[config.mk]
export PLATFORM = sky130hd
export DESIGN_NAME = sequencer
export DESIGN_NICKNAME = d
export VERILOG_FILES = /design/src/rtl/dlx_pkg.sv /design/src/rtl/pc_unit.sv /design/src/rtl/sequencer.sv
export SDC_FILE = /design/constraint.sdc
export NUM_CORES = 1
export LEC_CHECK = 0
export ABC_AREA = 1
export BUFFER_PORTS_ARGS = -buffer_cell sky130_fd_sc_hd__buf_2
export CAP_MARGIN = 20
export CORE_AREA = 3 3 114 116
export CTS_CLUSTER_DIAMETER = 30
export DETAILED_ROUTE_END_ITERATION = 8
export DIE_AREA = 0 0 117 119
export PLACE_DENSITY = 0.66
export SYNTH_ARGS = -nofsm -noshare
export SYNTH_HDL_FRONTEND = slang
export SYNTH_HIERARCHICAL = 1
export SYNTH_SLANG_ARGS = --single-unit
export TNS_END_PERCENT = 30
[constraint.sdc]
create_clock -name clk -period 2.1 [get_ports clk]
set_clock_uncertainty 0.05 [all_clocks]
set_input_delay 0.315 -clock clk [delete_from_list [all_inputs] [get_ports clk]]
set_output_delay 0.315 -clock clk [all_outputs]
set_load 0.02 [all_outputs]
[src/rtl/dlx_pkg.sv]
// Shared DLX types: sequencer state encoding and PC command codes.
package dlx_pkg;

  typedef enum logic [2:0] {
    FETCH,
    WAIT_I,
    DECODE,
    EXEC,
    MEMA,
    WRITEB,
    IDLE
  } seq_state_t;

  localparam logic [1:0] PC_CMD_SEQ = 2'b00;
  localparam logic [1:0] PC_CMD_BR  = 2'b10;
  localparam logic [1:0] PC_CMD_JMP = 2'b11;

endpackage

[src/rtl/pc_unit.sv]
// Program counter, next-PC selection at writeback, link value and illegal-command flag.
module pc_unit
  import dlx_pkg::*;
#(
  parameter logic [31:0] RESET_PC = 32'h0000_0000,
  parameter logic [31:0] PC_STEP  = 32'd4
) (
  input  logic        clk,
  input  logic        reset_n,
  input  logic        update,
  input  logic [1:0]  pc_cmd,
  input  logic        branch_taken,
  input  logic [31:0] pc_target,
  output logic [31:0] pc,
  output logic [31:0] pc_link,
  output logic        err
);

  logic [31:0] pc_q, pc_d;
  logic        err_q, err_d;

  assign pc_link = pc_q + PC_STEP;
  assign pc      = pc_q;
  assign err     = err_q;

  always_comb begin
    pc_d  = pc_q;
    err_d = err_q;
    if (update) begin
      case (pc_cmd)
        PC_CMD_SEQ: pc_d = pc_link;
        PC_CMD_BR:  pc_d = branch_taken ? pc_target : pc_link;
        PC_CMD_JMP: pc_d = pc_target;
        default: begin
          // Unused encoding: fall through sequentially but flag it.
          pc_d  = pc_link;
          err_d = 1'b1;
        end
      endcase
    end
  end

  always_ff @(posedge clk) begin
    if (!reset_n) begin
      pc_q  <= RESET_PC;
      err_q <= 1'b0;
    end else begin
      pc_q  <= pc_d;
      err_q <= err_d;
    end
  end

endmodule

[src/rtl/sequencer.sv]
// Multi-cycle DLX control sequencer: fetch, phase strobes, data-memory handshake, PC update.
module sequencer
  import dlx_pkg::*;
#(
  parameter logic [31:0] RESET_PC = 32'h0000_0000,
  parameter logic [31:0] PC_STEP  = 32'd4
) (
  input  logic        clk,
  input  logic        reset_n,
  input  logic        halt,
  input  logic        i_data_valid,
  output logic [31:0] i_address,
  output logic        i_read_enable,
  output logic        ID,
  output logic        EX,
  output logic        MEM,
  output logic        WB,
  input  logic        d_load_enable,
  input  logic        d_write_enable,
  input  logic        d_ready,
  output logic        d_request,
  input  logic [1:0]  Pc_cmd,
  input  logic        branch_taken,
  input  logic [31:0] pc_target,
  output logic [31:0] pc,
  output logic [31:0] pc_link,
  output logic [31:0] retired,
  output logic        idle,
  output logic        err
);

  seq_state_t  state_q, state_d;
  logic        id_q, ex_q, mem_q, wb_q, ire_q, dreq_q, idle_q;
  logic [31:0] retired_q, retired_d;
  logic        mem_err_q, mem_err_d;
  logic        pc_err;

  pc_unit #(
    .RESET_PC (RESET_PC),
    .PC_STEP  (PC_STEP)
  ) u_pc_unit (
    .clk          (clk),
    .reset_n      (reset_n),
    .update       (state_q == WRITEB),
    .pc_cmd       (Pc_cmd),
    .branch_taken (branch_taken),
    .pc_target    (pc_target),
    .pc           (pc),
    .pc_link      (pc_link),
    .err          (pc_err)
  );

  always_comb begin
    state_d   = state_q;
    retired_d = retired_q;
    mem_err_d = mem_err_q;
    case (state_q)
      FETCH:  state_d = WAIT_I;
      WAIT_I: if (i_data_valid) state_d = DECODE;
      DECODE: state_d = EXEC;
      EXEC:   state_d = (d_load_enable || d_write_enable) ? MEMA : WRITEB;
      MEMA: begin
        // Simultaneous load and store is illegal, but the access still completes.
        if (d_load_enable && d_write_enable) mem_err_d = 1'b1;
        if (d_ready) state_d = WRITEB;
      end
      WRITEB: begin
        retired_d = retired_q + 32'd1;
        state_d   = halt ? IDLE : FETCH;
      end
      IDLE:    if (!halt) state_d = FETCH;
      default: state_d = FETCH;
    endcase
  end

  // Outputs are registered from the next state so they line up with state_q and
  // reset to zero even though the reset state is FETCH.
  always_ff @(posedge clk) begin
    if (!reset_n) begin
      state_q   <= FETCH;
      id_q      <= 1'b0;
      ex_q      <= 1'b0;
      mem_q     <= 1'b0;
      wb_q      <= 1'b0;
      ire_q     <= 1'b0;
      dreq_q    <= 1'b0;
      idle_q    <= 1'b0;
      retired_q <= '0;
      mem_err_q <= 1'b0;
    end else begin
      state_q   <= state_d;
      id_q      <= (state_d == DECODE);
      ex_q      <= (state_d == EXEC);
      mem_q     <= (state_d == MEMA);
      wb_q      <= (state_d == WRITEB);
      ire_q     <= (state_d == FETCH) || (state_d == WAIT_I) || (state_d == DECODE);
      dreq_q    <= (state_d == MEMA);
      idle_q    <= (state_d == IDLE);
      retired_q <= retired_d;
      mem_err_q <= mem_err_d;
    end
  end

  assign i_address     = pc;
  assign i_read_enable = ire_q;
  assign ID            = id_q;
  assign EX            = ex_q;
  assign MEM           = mem_q;
  assign WB            = wb_q;
  assign d_request     = dreq_q;
  assign idle          = idle_q;
  assign retired       = retired_q;
  assign err           = mem_err_q | pc_err;

endmodule

==> Word level (Yosys, flattened, before mapping) <==
Cells that the tools add are included.
{ "word_totals": {"register_bits": 75, "in_bits": 42, "wordCells": 47} }
{ "classes": {"addsub": 2, "n_eq_ne": 14, "muxes": 8, "bitwise": 2, "reduce_logical": 10} }
{ "op_table": {"columns": ["operator", "count"], "rows": [
  ["$pmux W32 S2", 1],
  ["$add A32 B1 Y32 const B", 1],
  ["$add A32 B3 Y32 const B", 1],
  ["$mux W32", 1],
  ["$pmux W3 S7", 1],
  ["$eq A3 B3 Y1 const B", 6],
  ["$eq A3 B2 Y1 const B", 4],
  ["$mux W3", 4],
  ["$eq A3 B1 Y1 const B", 2],
  ["$logic_not A3 Y1", 2],
  ["$eq A2 B2 Y1 const B", 2],
  ["$reduce_and A2 Y1", 2],
  ["$logic_or A1 B1 Y1", 3],
  ["$reduce_or A3 Y1", 1],
  ["$logic_not A2 Y1", 1],
  ["$logic_and A1 B1 Y1", 1],
  ["$mux W1", 1],
  ["$not A1 Y1", 1],
  ["$or A1 B1 Y1", 1]
]} }

==> Depth between registers and ports, before layout <==
{ "logic_depth": {"depth_word": 6, "depth_mapped": 10, "mapped_depth_nobuf": 10} }

==> By module <==
Netlist, hierarchy kept.
{ "by_module_without_submodules": {"columns": ["mod", "instances", "cells_each", "area_per_inst_um2"], "rows": [
  ["pc_unit", 1, 383, 2431.1],
  ["sequencer", 1, 350, 2377.3]
]} }

==> Worst setup path after synthesis <==
Ideal clock, no wire load.
{ "synth_timing": {"kind": "register to output", "startpoint": "register u_pc_unit.pc_q[2] (netlist: u_pc_unit/pc[2])", "endpoint": "output port pc_link[14]", "arrival_ns": 1.533, "path_slack_ns": 0.202, "path_stages_with_launch": 7, "path_buffers": 0, "cell_sequence": "dfxtp_1 -> ha_1 -> nand2_1 -> nor2_2 -> nand2_4 -> nor2_4 -> xor2_1"} }
{ "synth_between": {"elab_chain_cells": 1} }
{ "synth_lines": {"columns": ["item", "line_no", "text"], "rows": [
  ["start: declaration", "pc_unit.sv:19", "logic [31:0] pc_q, pc_d;"],
  ["start signal: assignment", "pc_unit.sv:48", "pc_q <= pc_d;"],
  ["$add A32 B3 Y32", "pc_unit.sv:22", "assign pc_link = pc_q + PC_STEP;"],
  ["end: declaration", "sequencer.sv:26", "output logic [31:0] pc_link,"]
]} }
Every way passes these cells.

==> Worst setup path after layout <==
{ "layout_timing": {"startpoint": "register u_pc_unit.pc_q[2] (netlist: u_pc_unit/pc[2])", "endpoint": "output port pc_link[12]"} }
The elaborated chain is that of the path after synthesis.

==> metrics.md <==
| Metric | Value |
|---|---|
| Post-detailed-route DRC marker count | 0 |
| Worst slew margin relative to its limit | 71.6% |
| Synthesized instance count | 733 |
| Number of cells in the finished layout apart from fillers | 1051 |
| Startpoint of the lowest-slack register-to-register path | state_q[2]$_SDFF_PN0_ |
| Fraction of met3 tracks used by global routing | 5.18% |
| GR Layer Usage met2 | 35.1% |
| Count of endpoints failing hold in the final timing report | 0 |
| Clock tree root driver cell | clkbuf_16 |
| Critical Path End | pc_link[12] |
| Number of pins exceeding their max-slew limit in the final report | 0 |
| Num rows | 40 |
| Estimated wirelength of the detail-placed design | 11200 µm |
| Delay of the slowest cell on the worst path | 0.36 ns |
| Number of diodes | 0 |
| Number of nets in the final layout | 943 |
| Overall fraction of global-route tracks in use | 21.3% |
| Async SR Flop Fraction | 0% |
| Largest net degree at the start of global routing | 34 |
| Clock latency on the worst-skew pair | 0.34 ns |
| Sort of element at the end of the critical path | output port |
| Power per unit of standard cell area | 519 nW/µm² |
| Sequential fraction of the synthesis area | 31.2% |
| Grt peak-use layer | met2 |
| Via count of the first global-routing pass | 4779 |
| Slack of the worst reg-to-reg path | 0.29 ns |
| Count of flip-flops with a built-in enable after synthesis | 0 |
| Slew at the pin with the worst max-slew slack | 0.425 ns |
| I/O pin cnt | 178 |
| Critical path's slowest cell | dfxtp_4 |
| Vias per Instance | 4.91 |
| Synth Net Count | 777 |
| First element of the critical path | u_pc_unit/pc[2]$_SDFFE_PN0P_ |
| Routed length per instance | 14.3 µm |
| Number of H-tree levels | 3 |
| Routed WL | 15000 µm |
| Worst r2r path cells | 7 |
| Biggest fanout along the worst timing path | 5 |
| RSZ-0062 raised after global routing | true |
| Run status | complete, no violations |
| First-iteration detailed-routing DRC count | 224 |
| Place WS | 0.187 ns |
| CORE AREA | 12000 µm² |
| Total clock buffers created by CTS | 9 |
| Final setup viols | 0 |
| Register bit total from synthesis | 75 |
| Synth area leader | dfxtp_1 |
| Count of unique library cells instantiated by Yosys | 39 |
| TritonCTS clock tree | done |
| Area growth syn-to-layout | 31.6% |
| Cells along the critical path | ha_4 > nand2_4 > nor2_4 > nand2_4 > nor2_4 > xor2_2 > inv_1 > buf_6 |
| Die area | 13900 µm² |
| Total of buffers placed on input and output ports | 177 |
| Total number of vias | 5161 |
| Drt first pass iters | 5 |
| Number of antenna-violating nets in the routed design | 0 |
| Top-area cell type share of the netlist area | 31.2% |
| Worst path arrival time | 1.71 ns |
| Startpoint kind of the worst setup timing path | flip-flop |
| Post-Place Cells | 1025 |
| Post-synthesis area per instance | 6.56 µm² |
| Setup CP Type | flip-flop to output port |
| Clock Tree Buf Depth | 2 |
| Met1 routing resource usage after global routing | 26.8% |
| Vert. Die Dim | 119 µm |
| Power Total | 3.29 mW |
| Initial antenna violation count | 1 |
| Max-cap violation count | 0 |
| VDD IR-drop max | 0.365 mV |
| Ratio of cells with drive above 1 in the final layout | 35.1% |
| Static Leakage | 3.29 nW |
| Final total negative setup slack | 0 ns |
| Total of warnings raised by yosys | 6 |
| Post-Synthesis Cell Area | 4810 µm² |
| Achievable Freq | 482 MHz |
| Num Clock Sinks | 75 |
| Die Wd | 117 µm |
| Leading post-synthesis cells by cell area | dfxtp_1 (31%), nand2_1 (12%), inv_1 (9.0%) |
| Clock slew at the register clock pins of the worst setup and hold paths | 0.06 ns |
| Remaining global-route overflow | 0 |
| RD Place Congestion | 0.882 |
| Period utilisation layout | 98.8% |
| Effective utilization at floorplan | 40.0% |
| Wire length of the first global-routing pass | 23300 µm |
| Hold_buf cts | 0 |
| Worst R2R End | u_pc_unit/pc[18]$_SDFFE_PN0P_ |
| Final Critical Period | 2.08 ns |
| PnR worst setup slack | 0.0245 ns |
| Ys flop type | dfxtp_1 |
| Hold Path Class | input pin to flip-flop |
| WP data required | 1.74 ns |
## repair_timing
| action | 4_1_cts | 5_1_grt |
|---|---|---|
| buffers inserted | 5 | 5 |
| pin swaps | 8 | 17 |
| gates resized for setup | 28 | 69 |
| endpoints found under the hold margin | 0 | 0 |
| endpoints found under the setup margin | 21 | 30 |
## Yosys cell counts, types with 6 or more instances
library cell,n
a31oi_1,6
nor2_1,103
o21bai_1,12
nor3_1,10
nor2_4,13
nand2_1,153
inv_1,115
a21oi_1,32
or2_2,9
nand4_1,8
buf_4,37
o221ai_1,9
nand3_1,62
dfxtp_1,75
o21ai_0,26
xor2_1,11
clkbuf_1,7
## worst min-delay path by stage
stage                                              end                        from  slack (ns)  cells after the start
after floorplan             u_pc_unit/err$_SDFFE_PN0P_  u_pc_unit/err$_SDFFE_PN0P_        0.37                      2
after global placement          mem_err_q$_SDFFE_PN0P_      mem_err_q$_SDFFE_PN0P_        0.39                      2
after detailed placement        mem_err_q$_SDFFE_PN0P_      mem_err_q$_SDFFE_PN0P_        0.39                      2
after CTS                 u_pc_unit/pc[4]$_SDFFE_PN0P_                pc_target[4]        0.18                      3
after global routing      u_pc_unit/pc[1]$_SDFFE_PN0P_                pc_target[1]        0.20                      3
final                           mem_err_q$_SDFFE_PN0P_               d_load_enable        0.20                      3
## cell usage in the layout (no fill, tap or decap), types with 10 or more instances in the layout
master,count
dfxtp_1,58
dfxtp_2,11
nor2_2,11
buf_2,163
nand3_1,59
o21bai_1,12
nand2_2,15
buf_4,35
nor3_1,10
a21oi_1,32
o21ai_0,25
nor2_1,87
inv_1,114
nand2_1,138
nor2_4,22
## metrics by stage
step           utilization [%]  cell area [µm²]  hold WS, ns
2_1_floorplan                -             4810        0.375
3_3_place_gp              47.3             5680        0.387
3_5_place_dp              47.3             5680        0.394
4_1_cts                   50.7             6090        0.184
5_1_grt                   52.7             6330        0.202
6_report                  52.7             6330        0.197
## power by group
part           internal (mW)  total (mW)  switching (mW)
sequential              1.44        1.46          0.0241
combinational          0.103       0.272           0.168
clock                  0.953        1.55           0.599
## state kept, by name, summed over array words and instances (netlist names)
register       flops
mem_err_q          1
ID                 1
u_pc_unit/err      1
retired           32
i_read_enable      1
u_pc_unit/pc      32
d_request          1
idle               1
WB                 1
state_q            3
EX                 1
## area by class of cell
type	count	area [µm²]
Fill cell	1227	5680
Clock inverter	2	35.0
Multi-Input combinational cell	491	2720
Sequential cell	75	1540
Timing Repair Buffer	205	1150
Clock buffer	14	254
Tap cell	147	184
Inverter	117	439
## cell families after synthesis
| family | Yosys count | share of synthesized area [%] |
|---|---|---|
| AND/OR/NAND/NOR | 383 | 37.6 |
| XOR/XNOR | 16 | 3.54 |
| buffers and inverters | 167 | 16.0 |
| flip-flops | 75 | 31.2 |
| AO/OA/AOI/OAI | 90 | 11.1 |
| adder cells (fa/ha/maj) | 2 | 0.520 |
## per-layer routing
metal,vias to the layer above,wire [µm]
met1,2356,6450
met2,173,7350
met5,-,13
met4,2,246
met3,21,925
li1,2609,-
## worst max-delay path, delay by kind of cell (launching register included)
family | cells | cell delay [ns]
flops | 1 | 0.36
xor+xnor | 1 | 0.19
simple gates | 4 | 0.46
buf+inv | 2 | 0.20
fa+ha+maj | 1 | 0.16
Power figures use the tool's default switching activity.
